===== src/rtl/mult_hilo_unit.sv =====
// Sequential shift-add 32x32 multiplier with HI/LO registers; 33 clocks from start to result.
// start is accepted only in IDLE (ignored while busy); MTHI/MTLO writes apply only when idle.
module mult_hilo_unit #(
  parameter int WIDTH = 32
) (
  input  logic             clk,
  input  logic             rst,
  input  logic             start,
  input  logic             is_signed,
  input  logic [WIDTH-1:0] op_a,
  input  logic [WIDTH-1:0] op_b,
  input  logic             hi_we,
  input  logic             lo_we,
  input  logic [WIDTH-1:0] wdata,
  input  logic             hilo_sel,
  output logic             busy,
  output logic             done,
  output logic [WIDTH-1:0] hi,
  output logic [WIDTH-1:0] lo,
  output logic [WIDTH-1:0] result
);

  localparam int CW = $clog2(WIDTH);

  typedef enum logic [1:0] {IDLE, RUN, FIX} state_t;

  state_t             state_q, state_n;
  logic [CW-1:0]      cnt_q, cnt_n;
  logic [2*WIDTH:0]   p_q, p_n;
  logic [WIDTH-1:0]   a_q, a_n;
  logic               neg_q, neg_n;
  logic [WIDTH-1:0]   hi_q, hi_n, lo_q, lo_n;
  logic               busy_q, busy_n, done_q, done_n;

  logic [WIDTH:0]     add_sum;
  logic [2*WIDTH:0]   shifted;
  logic [WIDTH-1:0]   mag_b;
  logic [2*WIDTH-1:0] prod;

  always_comb begin
    state_n = state_q;
    cnt_n   = cnt_q;
    p_n     = p_q;
    a_n     = a_q;
    neg_n   = neg_q;
    hi_n    = hi_q;
    lo_n    = lo_q;
    done_n  = 1'b0;
    mag_b   = '0;
    prod    = '0;
    // Carry of the high-half add is kept so the logical shift brings it back in.
    add_sum = {1'b0, p_q[2*WIDTH-1:WIDTH]} + {1'b0, a_q};
    shifted = p_q[0] ? {add_sum, p_q[WIDTH-1:0]} : {1'b0, p_q[2*WIDTH-1:0]};

    case (state_q)
      IDLE: begin
        if (hi_we) hi_n = wdata;
        if (lo_we) lo_n = wdata;
        if (start) begin
          a_n     = (is_signed && op_a[WIDTH-1]) ? -op_a : op_a;
          mag_b   = (is_signed && op_b[WIDTH-1]) ? -op_b : op_b;
          neg_n   = is_signed & (op_a[WIDTH-1] ^ op_b[WIDTH-1]);
          p_n     = {{(WIDTH+1){1'b0}}, mag_b};
          cnt_n   = '0;
          state_n = RUN;
        end
      end
      RUN: begin
        p_n   = {1'b0, shifted[2*WIDTH:1]};
        cnt_n = cnt_q + 1'b1;
        if (cnt_q == CW'(WIDTH-1)) state_n = FIX;
      end
      FIX: begin
        prod    = neg_q ? -p_q[2*WIDTH-1:0] : p_q[2*WIDTH-1:0];
        hi_n    = prod[2*WIDTH-1:WIDTH];
        lo_n    = prod[WIDTH-1:0];
        done_n  = 1'b1;
        state_n = IDLE;
      end
      default: state_n = IDLE;
    endcase

    busy_n = (state_n != IDLE);
  end

  always_ff @(posedge clk) begin
    if (rst) begin
      state_q <= IDLE;
      cnt_q   <= '0;
      p_q     <= '0;
      a_q     <= '0;
      neg_q   <= 1'b0;
      hi_q    <= '0;
      lo_q    <= '0;
      busy_q  <= 1'b0;
      done_q  <= 1'b0;
    end else begin
      state_q <= state_n;
      cnt_q   <= cnt_n;
      p_q     <= p_n;
      a_q     <= a_n;
      neg_q   <= neg_n;
      hi_q    <= hi_n;
      lo_q    <= lo_n;
      busy_q  <= busy_n;
      done_q  <= done_n;
    end
  end

  assign busy   = busy_q;
  assign done   = done_q;
  assign hi     = hi_q;
  assign lo     = lo_q;
  assign result = hilo_sel ? hi_q : lo_q;

endmodule


===== config.mk =====
export PLATFORM = sky130hd
export DESIGN_NAME = mult_hilo_unit
export DESIGN_NICKNAME = d
export VERILOG_FILES = /design/src/rtl/mult_hilo_unit.sv
export SDC_FILE = /design/constraint.sdc
export NUM_CORES = 1
export LEC_CHECK = 0
export ABC_AREA = 1
export BUFFER_PORTS_ARGS = -buffer_cell sky130_fd_sc_hd__buf_2
export CORE_MARGIN = 5
export CORE_UTILIZATION = 36
export CTS_BUF_LIST = sky130_fd_sc_hd__clkbuf_4
export DETAILED_ROUTE_END_ITERATION = 16
export GPL_TIMING_DRIVEN = 0
export HOLD_SLACK_MARGIN = 0.1
export PLACE_DENSITY = 0.57
export SYNTH_ARGS = -nofsm -noshare
export SYNTH_HDL_FRONTEND = slang
export SYNTH_SLANG_ARGS = --single-unit

===== constraint.sdc =====
create_clock -name clk -period 2 [get_ports clk]
set_input_delay 0.3 -clock clk [delete_from_list [all_inputs] [get_ports clk]]
set_output_delay 0.3 -clock clk [all_outputs]
set_load 0.05 [all_outputs]

# Yosys cells after proc, flatten, opt, wreduce, memory -nomap -nowiden
# Index checks and enable logic that the tools add are counted.
[word_totals]
register_bits = 170
input_bits = 103
out_inout_bits = 98
word_cells = 49
[classes]
add_sub_neg = 5
eq_ne = 6
mux = 17
bitwise_logic = 2
reduce_logical = 10
[ops]
columns = ["cell", "n"]
rows = [
  ["$mux W32", 5],
  ["$mux W64", 2],
  ["$pmux W32 S2", 2],
  ["$pmux W64 S2", 1],
  ["$mux W65", 1],
  ["$neg A32 Y32", 2],
  ["$neg A64 Y64", 1],
  ["$add A32 B32 Y33", 1],
  ["$pmux W5 S2", 1],
  ["$reduce_and A2 Y1", 4],
  ["$ne A2 B2 Y1 const B", 3],
  ["$reduce_bool A2 Y1", 3],
  ["$add A5 B1 Y5 const B", 1],
  ["$eq A5 B5 Y1 const B", 1],
  ["$mux W5", 1],
  ["$mux W2", 2],
  ["$pmux W2 S2", 1],
  ["$eq A2 B1 Y1 const B", 1],
  ["$eq A2 B2 Y1 const B", 1],
  ["$logic_and A1 B1 Y1", 2],
  ["$logic_not A2 Y1", 1],
  ["$and A1 B1 Y1", 1],
  ["$mux W1", 1],
  ["$xor A1 B1 Y1", 1],
]

# Depth between registers and ports, before layout
# Gate-level depths: netlist (run 1).
[depth]
depth_word = 4
depth_mapped = 15
ltp_nobuf = 14

# Worst setup path before layout (run 1)
# Ideal clock, no wire load.
[synth_timing]
kind = "flip-flop to output port"
from = "register lo_q[0], in the netlist lo[0]"
to = "output port result[0]"
arrival_ns = 1.822
setup_slack_ns = -0.122
path_stages_with_launch = 3
n_path_buf = 0
cell_sequence = "dfxtp_1 -> inv_1 -> o21ai_0"
[synth_via]
elab_chain_len = 1
[synth_lines]
columns = ["element", "line_no", "text"]
rows = [
  ["start, declared", "32", "logic [WIDTH-1:0] hi_q, hi_n, lo_q, lo_n;"],
  ["start signal, assigned", "104", "lo_q <= lo_n;"],
  ["$mux W32", "114", "assign result = hilo_sel ? hi_q : lo_q;"],
  ["end, declared", "20", "output logic [WIDTH-1:0] result"],
]
# No other way between the ends.

# Final worst setup path (run 1)
[layout_timing]
from = "register p_q[0]"
to = "register hi_q[14], in the netlist hi[14]"
[layout_via]
elab_chain_len = 3
[layout_lines]
columns = ["element", "line_no", "text"]
rows = [
  ["start, declared", "29", "logic [2*WIDTH:0] p_q, p_n;"],
  ["start signal, assigned", "100", "p_q <= p_n;"],
  ["$neg A64 Y64", "74", "prod = neg_q ? -p_q[2*WIDTH-1:0] : p_q[2*WIDTH-1:0];"],
  ["$mux W64", "74", ""],
  ["$pmux W32 S2", "55", "case (state_q)"],
  ["end signal, assigned", "103", "hi_q <= hi_n;"],
  ["end, declared", "32", ""],
]
# No other way between the ends.
# A chain may end at the register's enable or synchronous reset.

==> results of run 1 <==
## cells in the final DEF (no fill, tap or decap), types with 18 or more instances in the layout
cell,instances
nand2_1,543
inv_1,282
a21oi_1,221
buf_2,215
nor2_1,190
nand3_1,187
o21ai_0,140
dfxtp_1,111
dlygate4sd3_1,99
clkbuf_1,50
nand2_2,44
nor2_2,40
buf_4,36
dfxtp_2,36
nand3_2,34
a21oi_2,29
nor2_4,28
ha_4,28
mux2_2,24
nand4_1,23
clkbuf_4,23
dfxtp_4,23
a22oi_1,19
o21ai_1,18
a31oi_1,18
## flip-flops by register name, summed over array words and instances, names as in the netlist
signal / count
done: 1
neg_q: 1
state_q: 2
a_q: 32
lo: 32
hi: 32
cnt_q: 5
busy: 1
p_q: 64
## worst reg2reg max path: cells and delay by family, from the launching register on
kind,cells,cell delay [ns]
compound gates,2,0.44
fa+ha+maj,1,0.16
buf+inv,2,0.19
flops,1,0.42
simple gates,7,0.75
## cells in the mapped netlist
| master | count | area (um2) |
|---|---|---|
| nand3_4 | 1 | 17.5 |
| xor2_1 | 13 | 114 |
| o21ai_2 | 3 | 26.3 |
| a21o_1 | 2 | 15.0 |
| buf_2 | 23 | 115 |
| ha_1 | 37 | 463 |
| o22ai_1 | 1 | 6.26 |
| o21bai_1 | 7 | 52.6 |
| a21oi_1 | 252 | 1260 |
| or2_2 | 9 | 56.3 |
| nand3b_1 | 8 | 60.1 |
| nor2_2 | 12 | 75.1 |
| nor2_4 | 3 | 33.8 |
| and2_1 | 4 | 25.0 |
| o211ai_1 | 14 | 105 |
| nor2_1 | 243 | 912 |
| buf_6 | 2 | 22.5 |
| xnor2_1 | 8 | 70.1 |
| and2_2 | 1 | 7.51 |
| inv_2 | 6 | 22.5 |
| buf_1 | 9 | 33.8 |
| o21ai_1 | 6 | 30.0 |
| nand3_2 | 4 | 40.0 |
| nand3_1 | 226 | 1130 |
| inv_1 | 291 | 1090 |
| o21a_1 | 2 | 15.0 |
| inv_4 | 1 | 6.26 |
| nor4_1 | 3 | 18.8 |
| o21ai_4 | 1 | 16.3 |
| nor3_1 | 16 | 80.1 |
| nand4_1 | 23 | 144 |
| mux2_2 | 24 | 270 |
| nand2_1 | 599 | 2250 |
| a22oi_1 | 19 | 143 |
| o21ai_0 | 162 | 811 |
| a31oi_1 | 18 | 113 |
| a221oi_1 | 9 | 78.8 |
| nand2_2 | 4 | 25.0 |
| or2_1 | 1 | 6.26 |
| fa_1 | 1 | 20.0 |
| o221ai_1 | 5 | 43.8 |
| dfxtp_1 | 170 | 3400 |
| clkbuf_1 | 61 | 229 |
| and3_1 | 1 | 6.26 |
## timing repair
| action | in CTS | in global routing |
|---|---|---|
| gates resized for setup | 130 | 306 |
| hold buffers | 100 | 0 |
| hold endpoints to repair | 127 | 0 |
| pin swaps | 10 | 50 |
| buffers inserted | 12 | 22 |
| endpoints found under the setup margin | 97 | 129 |
| gates cloned | 1 | 0 |
## layer usage
layer	up-vias	GRT usage	wire length (um)
li1	8287	-	-
met1	7966	0.401	27900
met2	649	0.472	28900
met3	84	0.0412	4660
met4	0	0.0699	1360
met5	-	0	0
## how the worst max path moves through the flow
stage	slack, ns	to	start	cells past startpoint
6_report	-0.01	hi[14]$_SDFFE_PP0P_	p_q[0]$_SDFFE_PP0P_	12
3_3_place_gp	-0.66	hi[14]$_SDFFE_PP0P_	p_q[0]$_SDFFE_PP0P_	13
5_1_grt	-0.11	p_q[57]$_SDFFE_PP0P_	p_q[36]$_SDFFE_PP0P_	13
2_1_floorplan	0.03	hi[12]$_SDFFE_PP0P_	p_q[0]$_SDFFE_PP0P_	15
3_5_place_dp	-0.70	lo[28]$_SDFFE_PP0P_	p_q[0]$_SDFFE_PP0P_	13
4_1_cts	-0.01	p_q[63]$_SDFFE_PP0P_	p_q[32]$_SDFFE_PP0P_	14
## cells by family (layout without fill, tap and decap cells)
family	after synthesis	in the layout	synth area share
xor+xnor	21	21	0.0137
buf+inv	393	757	0.113
mux	24	24	0.0201
simple gates	1158	1158	0.363
other cells	0	2	0
flops	170	170	0.253
compound gates	501	501	0.202
fa+ha+maj	38	38	0.0359
## layout make-up
type,count,area share
antenna,2,0.000276
buffer,94,0.0251
clock buffer,18,0.00746
clock inverter,14,0.00733
inverter,298,0.0625
multi-input combinational,1742,0.544
sequential,170,0.195
tap,468,0.0323
timing repair buffer,333,0.126
## where the power goes
group,total (uW),internal [uW],leakage [uW],switching (uW)
sequential,3990,3630,0.00143,362
combinational,4100,1320,0.00662,2770
clock,2100,659,0.000147,1440
## through the flow
stage                     hold slack, ns  setup slack [ns]
after global routing               0.180            -0.110
after floorplan                    0.439            0.0261
after CTS                          0.132           -0.0123
after global placement             0.454            -0.660
after detailed placement           0.472            -0.698
final                              0.168           -0.0149
==> metrics.cfg, run 1 <==
[detailed_routing]
via_per_inst = 5.41
dr.pass1.iters = 6
wirelength_um = 62900
wl_per_cell_um = 20.0
drc = 0
postRouteAntennaNets = 0
drtIter0Drc = 1339
vias = 16986

[critical_path]
cp_slowest_stage_delay_ns = 0.42
r2r_setup_slack_ns = -0.01
crit_type = reg -> reg
critPathSlowestCell = dfxtp_4
critPathArrivalTime_ns = 2.62
timing.rr.start = p_q[0]$_SDFFE_PP0P_
crit_chain = inv_8, clkbuf_16, ha_4, nand2_4, nor2_4, nand2_4, o21ai_4, and2_4, nand2_2, nand2_2, nand3_2, a21oi_1
critPathTopFamily = simple AND/OR/NAND/NOR gates
path_buf_inv = 2
r2r_cells = 12
r2r_end = hi[14]$_SDFFE_PP0P_
worst_setup_path_end_kind = flip-flop
critPathRequiredTime_ns = 2.61
path_max_fanout = 5
cp-start-kind = flip-flop

[min_path]
min_from = op_a[3]
whs_endpoint = a_q[4]$_SDFFE_PP0P_
hold_path_depth = 7
hold_class = in -> reg

[yosys]
ys_warn_count = 0
netlist_area_um2 = 13500
synth_nets = 2446
syn_avg_cell_area_um2 = 5.84
syn_inst = 2305
synth_cell_types = 44
yosysSeqAreaShare = 0.253
synth_seq_cells = 170

[cells_and_area]
fillers = 3916
utilization = 0.492
layout-drive-gt1-share = 0.249
area_growth_pct = 34.4
seq_area_um2 = 3530
nNetsFinal = 2797
final_area_um2 = 18100
multi_input_area_um2 = 9850
stdcell_count = 3139

[pwr]
ir_drop_mv = 0.342
p_total_uw = 10200
powerDensity_nw_per_um2 = 563
leakage_uw = 0.00820

[floorplanning]
start_util = 0.366
die_w_um = 203
core_um2 = 36800
dieHeight_um = 203
dieArea_um2 = 41400
num_rows = 70
io_pins = 201

[sta]
setup_viol = 3
fmax_mhz = 496
slew_violations = 0
fin_crit_ns = 2.01
final_hold_viol_count = 0
finClkSkew_ns = 0.0334
worst_slew_pin_slew_ns = 0.901
timing.final.crit_share = 1.01
max_slew_margin = 0.399
rsz0062_at_grt = yes
final.setup.worst_slack_ns = -0.0149
finalSetupTns_ns = -0.0395

[placement]
io_buffers = 199
hpwl_um = 50300
placed_area_um2 = 15000
placed_cells = 2972
place_congestion = 1.03

[clock_network]
path_clk_slew_ns = 0.17
cts.sinks = 170
clkLatencyLatePin_ns = 0.67
ctsLongestPathBuffers = 2
cts-root-buf = clkbuf_4
cts-htree-levels = 4
tritoncts = yes
cts_buffers = 17

[global_route]
antenna_found_initial = 1
grt_max_degree = 17
grt_pass1_wl_um = 92400
grt-ovfl-total = 0
grt_pass1_vias = 15654
grt_use_total = 0.288

[status]
violations = negative setup slack
status = complete, but fails checks

[run]
drv_cap = 0

Power figures use the tool's default switching activity.
==> run 2, diff against run 1 <==
ABC_CLOCK_PERIOD_IN_PS = 2000   (was unset)
REMOVE_ABC_BUFFERS = 1   (was unset)
SETUP_SLACK_MARGIN = 0.05   (was unset)
==> run 2 against run 1 <==
  * The run now ends clean
  * Critical path depth fell by 1
  * Clock power rose by 5%
  * First-iteration DRC count rose by 5.1%
  * Critical path type unchanged
==> metrics.cfg, run 2 (same netlist as run 1, synthesis figures left out) <==
[status]
status = finished, final reports clean

[sta]
setup_viol = 0
rsz0062_at_grt = yes
timing.final.crit_share = 0.957
finalSetupTns_ns = 0
fin_crit_ns = 1.91
slew_violations = 0
final_hold_viol_count = 0
finClkSkew_ns = 0.0289
fmax_mhz = 522
max_slew_margin = 0.424
worst_slew_pin_slew_ns = 0.864

[detailed_routing]
drc = 0
via_per_inst = 5.39
dr.pass1.iters = 8
drtIter0Drc = 1407
wirelength_um = 56400
postRouteAntennaNets = 0
wl_per_cell_um = 18.4
vias = 16554

[floorplanning]
die_w_um = 203
io_pins = 201
core_um2 = 36800
start_util = 0.366
num_rows = 70
dieArea_um2 = 41400
dieHeight_um = 203

[global_route]
grt_max_degree = 61
antenna_found_initial = 2
grt_pass1_wl_um = 83900
grt_pass1_vias = 14803
grt_use_total = 0.256
grt-ovfl-total = 0

[pwr]
power_frac_comb = 0.395
switching_share = 0.443
p_switching_uw = 4490
p_clk_frac = 0.218
ir_drop_mv = 0.366
power.internal_uw = 5640
leakage_uw = 0.00799
pwr-share-seq = 0.387
powerDensity_nw_per_um2 = 571

[critical_path]
cp-start-kind = flip-flop
critPathRequiredTime_ns = 2.51
critPathArrivalTime_ns = 2.43
path_max_fanout = 5
worst_setup_path_end_kind = flip-flop
crit_type = reg -> reg

[placement]
placed_area_um2 = 14900
io_buffers = 200
hpwl_um = 40000
place_congestion = 0.918
placed_cells = 2886

[clock_network]
tritoncts = yes
cts.sinks = 170
cts-root-buf = clkbuf_4
cts-htree-levels = 4
ctsLongestPathBuffers = 2
cts_buffers = 17
path_clk_slew_ns = 0.17
clkLatencyLatePin_ns = 0.61

[cells_and_area]
stdcell_count = 3069
largest_register_ffs = 64
final_area_um2 = 17700
nNetsFinal = 2727
final_common_cell = nand2_1
mostFrequentLayoutCells = nand2_1, inv_1, a21oi_1
layout-drive-gt1-share = 0.231
area_growth_pct = 31.7
regMostFlops = p_q

[run]
drv_cap = 0

[min_path]
hold_class = in -> reg

[run 2: cell count changes in the layout (fill, tap and decap cells not counted), sizes merged, moves of 2 or more]
| cell | delta |
|---|---|
| buf | -11 |
| clkbuf | -68 |
| clkinvlp | +11 |
| dlygate4sd3 | -2 |
| inv | -3 |
| nor2 | +2 |
[run 2: critical path, cell delays in order (launching register included)]
cell     delay [ns]
dfxtp_1        0.36
inv_2          0.11
ha_4           0.17
nand2_4        0.08
nor2_4         0.18
nand2_4        0.10
inv_4          0.10
nand2_1        0.10
o21ai_2        0.25
a21oi_1        0.11
o21ai_1        0.18
a21oi_1        0.09
[run 2: timing repair]
| item | CTS | global route |
|---|---|---|
| hold buffers | 97 | 0 |
| gates resized for setup | 124 | 204 |
| setup endpoints to repair | 193 | 103 |
| cloned | 9 | 2 |
| setup buffers | 25 | 16 |
| endpoints found under the hold margin | 127 | 0 |
| pin swaps | 13 | 34 |
[run 2: metal layers]
layer / routed length, um / part of all wire / track usage / up-vias
met2: 24600 / 0.44 / 0.401 / 635
met3: 4390 / 0.078 / 0.0420 / 56
li1: - / - / - / 8139
met4: 1430 / 0.025 / 0.0730 / 2
met5: 7 / 0.00012 / 0 / -
met1: 26000 / 0.46 / 0.364 / 7722
[run 2: final timing paths]
check        depth (start not counted)                     to             startpoint  slack, ns
min reg2reg                          2  cnt_q[4]$_SDFFE_PP0P_  cnt_q[4]$_SDFFE_PP0P_       0.49
max                                 11    lo[28]$_SDFFE_PP0P_    p_q[1]$_SDFFE_PP0P_       0.09
min                                  5    p_q[5]$_SDFFE_PP0P_                op_b[5]       0.14
max reg2reg                         11    lo[28]$_SDFFE_PP0P_    p_q[1]$_SDFFE_PP0P_       0.09
[run 2: area by class of cell]
class	instances	area (um2)
fillers	3896	19000
multi-input cells	1745	9580
flip-flops and latches	170	3520
repair buffers	347	2520
inverters	298	1180
well taps	468	586
clock inverters	15	169
clock buffers	17	128
repair inverters	7	50.0
diodes	2	5.00
[run 2: through the flow]
step / total power, uW / worst slack (ns) / hold WS [ns] / util
floorplan: 6200 / -1.83 / 0.369 / -
global placement: 7220 / -5.45 / 0.453 / 0.398
detailed placement: 7280 / -1.90 / 0.463 / 0.405
CTS: 9860 / 0.0241 / 0.105 / 0.458
global route: 10700 / -0.0260 / 0.111 / 0.482
finish: 10100 / 0.0858 / 0.136 / 0.482
[run 2: power groups by stage]
stage               clock [uW]  combinational, uW  sequential, uW
floorplan                    0               1920            4280
global placement             0               3220            4000
detailed placement           0               3300            3990
CTS                       2250               3690            3920
global route              2390               4330            3950
finish                    2210               4000            3920
